[src/rtl/pulp_cg_pkg.sv]
// Shared types and default sizing for the automatic clock-gate controller.
// Every channel FSM and the top-level debug port use cg_state_e.
package pulp_cg_pkg;

   localparam int unsigned CG_N_CH_DEF        = 4;
   localparam int unsigned CG_CNT_W_DEF       = 8;
   localparam int unsigned CG_WAKE_CYCLES_DEF = 2;

   typedef enum logic [1:0] {
      CG_ON    = 2'd0,
      CG_COUNT = 2'd1,
      CG_GATED = 2'd2,
      CG_WAKE  = 2'd3
   } cg_state_e;

   // The gating cell is enabled in every state except GATED.
   function automatic logic cg_state_enables(input cg_state_e s);
      return (s != CG_GATED);
   endfunction

endpackage

[src/rtl/pulp_cg_channel.sv]
// One gating channel: idle counter, ON/COUNT/GATED/WAKE FSM, registered enable.
// The FSM state is exported on state_o for debug and checker binding.
module pulp_cg_channel
   import pulp_cg_pkg::*;
#(
   parameter int unsigned CNT_W       = CG_CNT_W_DEF,
   parameter int unsigned WAKE_CYCLES = CG_WAKE_CYCLES_DEF
) (
   input  logic             clk_i,
   input  logic             rst_i,
   input  logic             test_en_i,
   input  logic             cfg_auto_i,
   input  logic [CNT_W-1:0] idle_thr_i,
   input  logic             busy_i,
   input  logic             wake_req_i,
   output logic             wake_ack_o,
   output logic             clk_en_o,
   output logic             gated_o,
   output cg_state_e        state_o
);

   cg_state_e        state_q, state_d;
   logic [CNT_W-1:0] cnt_q, cnt_d;
   logic             en_q;

   logic             idle;
   logic             thr_zero;
   logic             thr_one;
   logic [CNT_W:0]   cnt_inc;
   logic [CNT_W-1:0] cnt_sat;

   assign thr_zero = (idle_thr_i == '0);
   assign thr_one  = (idle_thr_i == CNT_W'(1));
   assign idle     = cfg_auto_i & ~busy_i & ~wake_req_i & ~thr_zero;

   // One bit wider so cnt+1 never wraps before being compared with the threshold.
   assign cnt_inc  = {1'b0, cnt_q} + (CNT_W+1)'(1);
   assign cnt_sat  = (&cnt_q) ? cnt_q : cnt_inc[CNT_W-1:0];

   always_comb begin
      state_d = state_q;
      cnt_d   = cnt_q;
      case (state_q)
         CG_ON: begin
            cnt_d = '0;
            if (idle) begin
               if (thr_one) begin
                  state_d = CG_GATED;
               end else begin
                  state_d = CG_COUNT;
                  cnt_d   = CNT_W'(1);
               end
            end
         end
         CG_COUNT: begin
            if (!idle) begin
               state_d = CG_ON;
               cnt_d   = '0;
            end else if (cnt_inc >= {1'b0, idle_thr_i}) begin
               state_d = CG_GATED;
               cnt_d   = cnt_sat;
            end else begin
               cnt_d   = cnt_sat;
            end
         end
         CG_GATED: begin
            if (wake_req_i || !cfg_auto_i || thr_zero) begin
               state_d = CG_WAKE;
               cnt_d   = CNT_W'(WAKE_CYCLES);
            end
         end
         CG_WAKE: begin
            if (cnt_q <= CNT_W'(1)) begin
               state_d = CG_ON;
               cnt_d   = '0;
            end else begin
               cnt_d   = cnt_q - CNT_W'(1);
            end
         end
         default: begin
            state_d = CG_ON;
            cnt_d   = '0;
         end
      endcase
      if (test_en_i) begin
         state_d = CG_ON;
         cnt_d   = '0;
      end
   end

   // Enable is registered from the next state so it changes on the same edge as the FSM.
   always_ff @(posedge clk_i or posedge rst_i) begin
      if (rst_i) begin
         state_q <= CG_ON;
         cnt_q   <= '0;
         en_q    <= 1'b1;
      end else begin
         state_q <= state_d;
         cnt_q   <= cnt_d;
         en_q    <= cg_state_enables(state_d);
      end
   end

   // Handshake: wake_req_i is a level held by the requester until it sees
   // wake_ack_o high; ack is combinational (ON & req), so it rises in the first
   // ON cycle with the request present and falls as soon as the request drops.
   assign wake_ack_o = (state_q == CG_ON) & wake_req_i;
   assign clk_en_o   = en_q;
   assign gated_o    = (state_q == CG_GATED);
   assign state_o    = state_q;

endmodule

[src/rtl/pulp_clock_gate_ctrl.sv]
// Multi-channel automatic clock-gate controller: N_CH independent channels plus
// a DFT override that forces every clock enable high.
module pulp_clock_gate_ctrl
   import pulp_cg_pkg::*;
#(
   parameter int unsigned N_CH        = CG_N_CH_DEF,
   parameter int unsigned CNT_W       = CG_CNT_W_DEF,
   parameter int unsigned WAKE_CYCLES = CG_WAKE_CYCLES_DEF
) (
   input  logic                  clk_i,
   input  logic                  rst_i,
   input  logic                  test_en_i,
   input  logic [N_CH-1:0]       cfg_auto_i,
   input  logic [CNT_W-1:0]      idle_thr_i,
   input  logic [N_CH-1:0]       busy_i,
   input  logic [N_CH-1:0]       wake_req_i,
   output logic [N_CH-1:0]       wake_ack_o,
   output logic [N_CH-1:0]       clk_en_o,
   output logic [N_CH-1:0]       gated_o,
   output cg_state_e [N_CH-1:0]  dbg_state_o
);

   logic [N_CH-1:0] ch_en;

   for (genvar c = 0; c < N_CH; c++) begin : g_ch
      pulp_cg_channel #(
         .CNT_W       (CNT_W),
         .WAKE_CYCLES (WAKE_CYCLES)
      ) u_ch (
         .clk_i      (clk_i),
         .rst_i      (rst_i),
         .test_en_i  (test_en_i),
         .cfg_auto_i (cfg_auto_i[c]),
         .idle_thr_i (idle_thr_i),
         .busy_i     (busy_i[c]),
         .wake_req_i (wake_req_i[c]),
         .wake_ack_o (wake_ack_o[c]),
         .clk_en_o   (ch_en[c]),
         .gated_o    (gated_o[c]),
         .state_o    (dbg_state_o[c])
      );
   end

   // Test mode must reach the gating cells without waiting for a clock edge.
   assign clk_en_o = ch_en | {N_CH{test_en_i}};

endmodule

[config.mk]
export PLATFORM = sky130hd
export DESIGN_NAME = pulp_clock_gate_ctrl
export DESIGN_NICKNAME = d
export VERILOG_FILES = /design/src/rtl/pulp_cg_pkg.sv /design/src/rtl/pulp_cg_channel.sv /design/src/rtl/pulp_clock_gate_ctrl.sv
export SDC_FILE = /design/constraint.sdc
export NUM_CORES = 1
export LEC_CHECK = 0
export BUFFER_PORTS_ARGS = -buffer_cell sky130_fd_sc_hd__buf_2
export CORE_UTILIZATION = 55
export CTS_CLUSTER_DIAMETER = 120
export DETAILED_ROUTE_END_ITERATION = 8
export HOLD_SLACK_MARGIN = 0.1
export PLACE_DENSITY = 0.74
export SLEW_MARGIN = 20
export SYNTH_ARGS = -nofsm -noshare
export SYNTH_HDL_FRONTEND = slang
export SYNTH_HIERARCHICAL = 1
export SYNTH_SLANG_ARGS = --single-unit
[constraint.sdc]
create_clock -name clk_i -period 3.17 [get_ports clk_i]
set_input_delay 0.634 -clock clk_i [delete_from_list [all_inputs] [get_ports clk_i]]
set_output_delay 0.634 -clock clk_i [all_outputs]
set_load 0.005 [all_outputs]
==> results of run 1 <==
[logic make-up after synthesis]
kind of cell | share of synthesized area
AOI/OAI and AO/OA | 0.287
xor gates and xnor gates | 0.0505
adders and majority gates | 0.113
buffers and inverters | 0.0737
DFF | 0.228
muxes | 0.0152
and+or+nand+nor | 0.233
[layout by cell type, fill, tap and decap left out, types with 18 or more instances in the layout]
cell type,Yosys,layout
nand2_1,20,20
xnor2_1,19,19
ha_1,44,44
a21oi_1,35,35
nor3_1,21,21
buf_2,7,42
o21ai_0,18,18
nor2_1,59,59
dfrtp_1,40,40
nand3_1,27,27
inv_1,65,65
[power by group]
part / switching (mW) / internal [mW]
clock network: 0.210 / 0.179
logic: 0.353 / 0.243
registers: 0.0765 / 0.597
total: 0.640 / 1.02
[sequential cells by signal, indices dropped and copies added, names as in the netlist]
name and count:
g_ch.u_ch/clk_en_o 4, g_ch.u_ch/cnt_q 32, g_ch.u_ch/state_o 8
[per-layer routing]
metal | global-route usage | routed length (µm)
met5 | 0 | 0
met3 | 0.0450 | 953
met4 | 0.0945 | 227
met1 | 0.414 | 5900
met2 | 0.490 | 6180
[how the worst min path moves through the flow]
stage / cells after the start / slack, ns / to / start
final: 2 / 0.38 / g_ch[3].u_ch/state_o[0] / rst_i
after global routing: 2 / 0.40 / g_ch[3].u_ch/cnt_q[5] / rst_i
after CTS: 2 / 0.38 / g_ch[3].u_ch/cnt_q[5] / rst_i
after detailed placement: 1 / 0.60 / g_ch[3].u_ch/cnt_q[5] / g_ch[3].u_ch/cnt_q[5]
after global placement: 1 / 0.58 / g_ch[3].u_ch/cnt_q[5] / g_ch[3].u_ch/cnt_q[5]
after floorplan: 1 / 0.49 / g_ch[0].u_ch/cnt_q[0] / rst_i
[cell type report]
cell class,count,area share
well taps,105,0.0251
inverters,65,0.0465
flip-flops and latches,44,0.211
repair buffers,51,0.0530
multi-input cells,473,0.647
clock buffers,8,0.0172
[cell usage after synthesis, types with 4 or more instances]
cell type	instances	area, µm²
a211o_1	9	78.8
a211oi_1	9	67.6
a21o_1	6	45.0
a21oi_1	35	175
a21oi_2	4	35.0
a221o_1	8	80.1
a31oi_1	9	56.3
and2_1	6	37.5
and3_1	4	25.0
buf_2	7	35.0
clkbuf_1	18	67.6
dfrtp_1	40	1000
dfstp_2	4	105
ha_1	44	551
inv_1	65	244
mux2i_1	4	40.0
nand2_1	20	75.1
nand2b_1	10	62.6
nand3_1	27	135
nand4_1	7	43.8
nor2_1	59	221
nor2b_1	5	31.3
nor3_1	21	105
nor3b_1	4	30.0
nor4_1	6	37.5
o2111a_1	4	45.0
o2111a_2	4	50.1
o21ai_0	18	90.1
o21ai_1	6	30.0
o22ai_1	14	87.6
o31ai_1	6	45.0
o32ai_1	10	87.6
or2_0	4	25.0
or2_1	4	25.0
or3_1	12	75.1
or4_1	10	75.1
xnor2_1	19	166
xor2_1	9	78.8
[critical path, delay by kind of cell (launching register included)]
family / cells / cell delay, ns
AND/OR/NAND/NOR: 4 / 0.90
AO/OA/AOI/OAI: 3 / 0.54
flip-flops: 1 / 0.49
XOR/XNOR: 1 / 0.14
adder cells (fa/ha/maj): 2 / 0.62
==> qor.csv, run 1 <==
stage;metric;value;unit
layout;post-route cell area;0.00524;mm²
critical_path;worst path cell trace;ha_1 > and3_1 > and3_2 > xor2_1 > ha_1 > a21oi_1 > nand2_1 > a211oi_1 > a211oi_1 > or3_1;
yosys;Net Count, Synth;675;
global_route;number of global-route vias before repair;4513;
floorplanning;row count;33;
sta;post-route minimum period;2.83;ns
layout;ANT cells;0;
yosys;Synth Register Bits;44;
sta;Fin. Hold Viols;0;
placed_design;post-DP HPWL;9750;µm
critical_path;CP Capture Type;flop;
yosys;post-synthesis cell area;0.00486;mm²
clock_network;post-CTS setup buffer count;0;
critical_path;Critical Path Start Type;flop;
placed_design;placed insts;738;
run;maxcap violations;0;
detailed_routing;Iteration-0 DRC Markers;269;
global_route;antenna violations before repair;0;
floorplanning;die area;0.00921;mm²
critical_path;crit path max fanout;11;
layout;Multi-input gate area;0.00339;mm²
clock_network;Max Buffers Root-to-Sink;2;
yosys;Synth async-reset ratio;1.00;
sta;Relative slew margins;0.579;
sta;Final Cycle Share;0.893;
sta;unrepaired setup endpoints after global routing;false;
critical_path;critical path required time;3.36;ns
floorplanning;CORE AREA;0.00838;mm²
layout;Seq. cell area;0.00111;mm²
global_route;largest net degree at the start of global routing;21;
placed_design;DP Area;0.00515;mm²
yosys;Cell variety after synth;68;
power;power per standard cell area;316;mW/mm²
yosys;cell count after synthesis;608;
yosys;Post-synth EDFFs;0;
detailed_routing;vias per cell;6.58;
placed_design;dpl ws;0.374;ns
layout;post-route insts no fill;746;
clock_network;H-tree depth;2;
global_route;Overflow after GRT;0;
detailed_routing;post-detailed-route count of antenna-violating nets;0;
yosys;Most used DFF post-synth;dfrtp_1;
critical_path;reg2reg path depth;10;
power;Pwr Total;1.66;mW
critical_path;Reg-to-Reg End;g_ch[3].u_ch/state_o[1];
critical_path;crit path capture;g_ch[3].u_ch/state_o[1];
detailed_routing;DR vias;4911;
layout;Layout area overhead;7.93;%
clock_network;CTS Buf Count;5;
detailed_routing;Detailed Route WL;13300;µm
sta;max-slew violations;0;
sta;Fmax;353;MHz
floorplanning;die width;96.0;µm
clock_network;Post-CTS Resized;0;
critical_path;FF-to-FF Start;g_ch[3].u_ch/cnt_q[0];
detailed_routing;# DRC;0;
yosys;sequential share of the synthesized area;0.228;
sta;Worst-Margin Slew;0.625;ns
floorplanning;I/O pins;43;
layout;final core occ;0.625;
clock_network;hold buffers post-CTS;0;
floorplanning;starting density of the core;0.579;
placed_design;RePlAce Congestion;0.909;
global_route;first-pass GRT wire length;22000;µm
layout;filler cell count in the final layout;737;
yosys;Avg Synthesized Cell Area;7.99;µm²
run_status;outcome;completed;
layout;share of cells above drive strength 1;0.151;
clock_network;Sink Count;44;
worst_hold_path;worst min path class;input pin to asynchronous set/reset pin;
critical_path;crit-path max cell delay;0.49;ns
clock_network;clk slew on worst S/H paths;0.09;ns
floorplanning;die height;96.0;µm
sta;setup violators final;0;
clock_network;TritonCTS clock tree;yes;
critical_path;Crit-path slowest cell;dfrtp_1;
sta;final worst slack;0.338;ns
placed_design;port bufs;42;
clock_network;clk_lat worst skew;0.30;ns
yosys;YS warnings;6;
sta;skew final;0.00786;ns
critical_path;Worst Path Arrival;3.02;ns
critical_path;worst setup path startpoint;g_ch[3].u_ch/cnt_q[0];
sta;Setup TNS;0;ns
global_route;Overall Global Routing Usage;0.303;
detailed_routing;drt pass-1 iters;5;
layout;nets;707;
critical_path;crit path kind;flop to flop;
detailed_routing;WL per Instance;17.8;µm
power;Leakage Power;2.34;nW
power;maximum VDD drop;0.177;mV
critical_path;reg2reg setup slack;0.34;ns
clock_network;Root Buffer;clkbuf_8;
sta;Fin Hold WS;0.376;ns
Note: power is estimated with default switching activity, not from simulation.
==> run 2: changes to the inputs <==
--- a/config.mk
+++ b/config.mk
@@ -6,6 +6,7 @@
 export NUM_CORES = 1
 export LEC_CHECK = 0
 export BUFFER_PORTS_ARGS = -buffer_cell sky130_fd_sc_hd__buf_2
+export CORE_MARGIN = 1.5
 export CORE_UTILIZATION = 55
 export CTS_CLUSTER_DIAMETER = 120
 export DETAILED_ROUTE_END_ITERATION = 8
==> run 2 against run 1 <==
  * Worst setup slack lost 0.0087 ns
  * Cell count grew 0.27%
  * Sequential cell count stayed put
  * First-iteration DRC count is 6.3% higher
  * Clock-buffer cell count did not move
  * Non-clock buffer count decreased by 1
  * Routed wire length is 0.69% higher
  * Global-route usage fell by 1.8 points
  * Sequential power hardly changed
  * Hold slack got worse by 0.011 ns
  * Sequential share of layout area about the same
  * Fmax is 0.31% lower
==> qor.csv, run 2 (same netlist as run 1, synthesis figures left out) <==
stage;metric;value;unit
power;switching pwr;0.639;mW
critical_path;CP Capture Type;flop;
clock_network;TritonCTS clock tree;yes;
power;maximum VDD drop;0.167;mV
placed_design;placed insts;740;
sta;unrepaired setup endpoints after global routing;false;
global_route;Overflow after GRT;0;
placed_design;port bufs;42;
power;sw frac;0.386;
power;Leakage Power;2.34;nW
layout;ANT cells;0;
floorplanning;die area;0.00940;mm²
critical_path;FF-to-FF Start;g_ch[3].u_ch/cnt_q[0];
floorplanning;die width;97.0;µm
detailed_routing;DR vias;4957;
critical_path;crit path max fanout;11;
clock_network;clk_lat worst skew;0.31;ns
global_route;Overall Global Routing Usage;0.285;
power;internal power;1.02;mW
placed_design;RePlAce Congestion;0.974;
placed_design;dpl ws;0.377;ns
critical_path;Crit-path slowest cell;dfrtp_1;
placed_design;post-DP HPWL;9850;µm
clock_network;CTS Buf Count;5;
layout;nets;706;
sta;Relative slew margins;0.528;
power;sequential share of power;0.407;
layout;Biggest register;g_ch.u_ch/cnt_q;
layout;commonest non-fill, non-tap cells in the layout;inv_1, nor2_1, ha_1;
detailed_routing;vias per cell;6.63;
detailed_routing;post-detailed-route count of antenna-violating nets;0;
power;power per standard cell area;316;mW/mm²
detailed_routing;# DRC;0;
layout;final core occ;0.607;
layout;share of cells above drive strength 1;0.150;
clock_network;H-tree depth;2;
sta;max-slew violations;0;
critical_path;Worst Path Arrival;3.04;ns
floorplanning;I/O pins;43;
critical_path;crit-path max cell delay;0.49;ns
layout;post-route cell area;0.00524;mm²
clock_network;clk slew on worst S/H paths;0.09;ns
detailed_routing;WL per Instance;17.8;µm
clock_network;Root Buffer;clkbuf_8;
detailed_routing;Detailed Route WL;13300;µm
sta;Worst-Margin Slew;0.700;ns
power;Gate power share;0.357;
layout;post-route insts no fill;748;
power;Pwr Total;1.66;mW
worst_hold_path;worst min path class;input pin to asynchronous set/reset pin;
sta;Fin Hold WS;0.366;ns
detailed_routing;Iteration-0 DRC Markers;286;
critical_path;critical path required time;3.36;ns
critical_path;CP Buf/Inv Count;0;
critical_path;worst path cell trace;ha_1 > and3_1 > and3_2 > xor2_1 > ha_1 > a21oi_1 > nand2_1 > a211oi_1 > a211oi_1 > or3_1;
critical_path;reg2reg path depth;10;
critical_path;crit path kind;flop to flop;
critical_path;reg2reg setup slack;0.33;ns
sta;post-route minimum period;2.84;ns
layout;most common cell after layout, fill and taps aside;inv_1;
layout;Layout area overhead;7.86;%
sta;Final Cycle Share;0.896;
clock_network;Max Buffers Root-to-Sink;2;
clock_network;hold buffers post-CTS;0;
floorplanning;CORE AREA;0.00864;mm²
critical_path;Critical Path Start Type;flop;
clock_network;Sink Count;44;
floorplanning;starting density of the core;0.562;
sta;Fin. Hold Viols;0;
clock_network;Post-CTS Resized;0;
global_route;largest net degree at the start of global routing;27;
sta;final worst slack;0.329;ns
critical_path;Reg-to-Reg End;g_ch[3].u_ch/state_o[1];
global_route;first-pass GRT wire length;22400;µm
placed_design;DP Area;0.00515;mm²
floorplanning;die height;97.0;µm
layout;max reg flops;32;
run;maxcap violations;0;
global_route;number of global-route vias before repair;4703;
sta;skew final;0.00402;ns
run_status;outcome;completed;
layout;filler cell count in the final layout;760;
clock_network;post-CTS setup buffer count;0;
global_route;antenna violations before repair;1;
power;clock share of power;0.236;
sta;Fmax;352;MHz
sta;setup violators final;0;
critical_path;Top delay family on crit path;simple AND/OR/NAND/NOR gates;
detailed_routing;drt pass-1 iters;5;
sta;Setup TNS;0;ns
floorplanning;row count;34;
==> run 2: cell types whose count changed in the layout (fill, tap and decap cells not counted), sizes merged <==
cell,change
buf,-1
==> run 2: routing by layer <==
metal,vias to the layer above,track usage,share of wire
met4,2,0.117,0.019
met5,-,0,0.00090
met3,27,0.0434,0.079
li1,2350,-,-
met1,2349,0.367,0.42
met2,229,0.476,0.48
==> run 2: how the worst max path moves through the flow <==
stage / from / cells past startpoint / to
after floorplan: g_ch[3].u_ch/cnt_q[0] / 10 / g_ch[3].u_ch/state_o[1]
after global placement: g_ch[3].u_ch/cnt_q[0] / 10 / g_ch[3].u_ch/state_o[1]
after detailed placement: g_ch[3].u_ch/cnt_q[0] / 10 / g_ch[3].u_ch/state_o[1]
after CTS: g_ch[3].u_ch/cnt_q[0] / 10 / g_ch[3].u_ch/state_o[1]
after global routing: g_ch[3].u_ch/cnt_q[0] / 10 / g_ch[3].u_ch/state_o[1]
final: g_ch[3].u_ch/cnt_q[0] / 10 / g_ch[3].u_ch/state_o[1]
==> run 2: area by class of cell <==
type	instances	area [µm²]	share of cell area
Tap cell	108	135	0.0258
Sequential cell	44	1110	0.211
Clock buffer	8	90.1	0.0172
Inverter	65	244	0.0466
Multi-Input combinational cell	473	3390	0.648
Timing Repair Buffer	50	270	0.0516
==> run 2: power by group through the flow <==
stage               clock, mW  combinational (mW)  sequential, mW
floorplan                   0               0.441           0.645
global placement            0               0.564           0.681
detailed placement          0               0.581           0.683
CTS                     0.408               0.584           0.672
global route            0.429               0.657           0.681
finish                  0.391               0.591           0.674
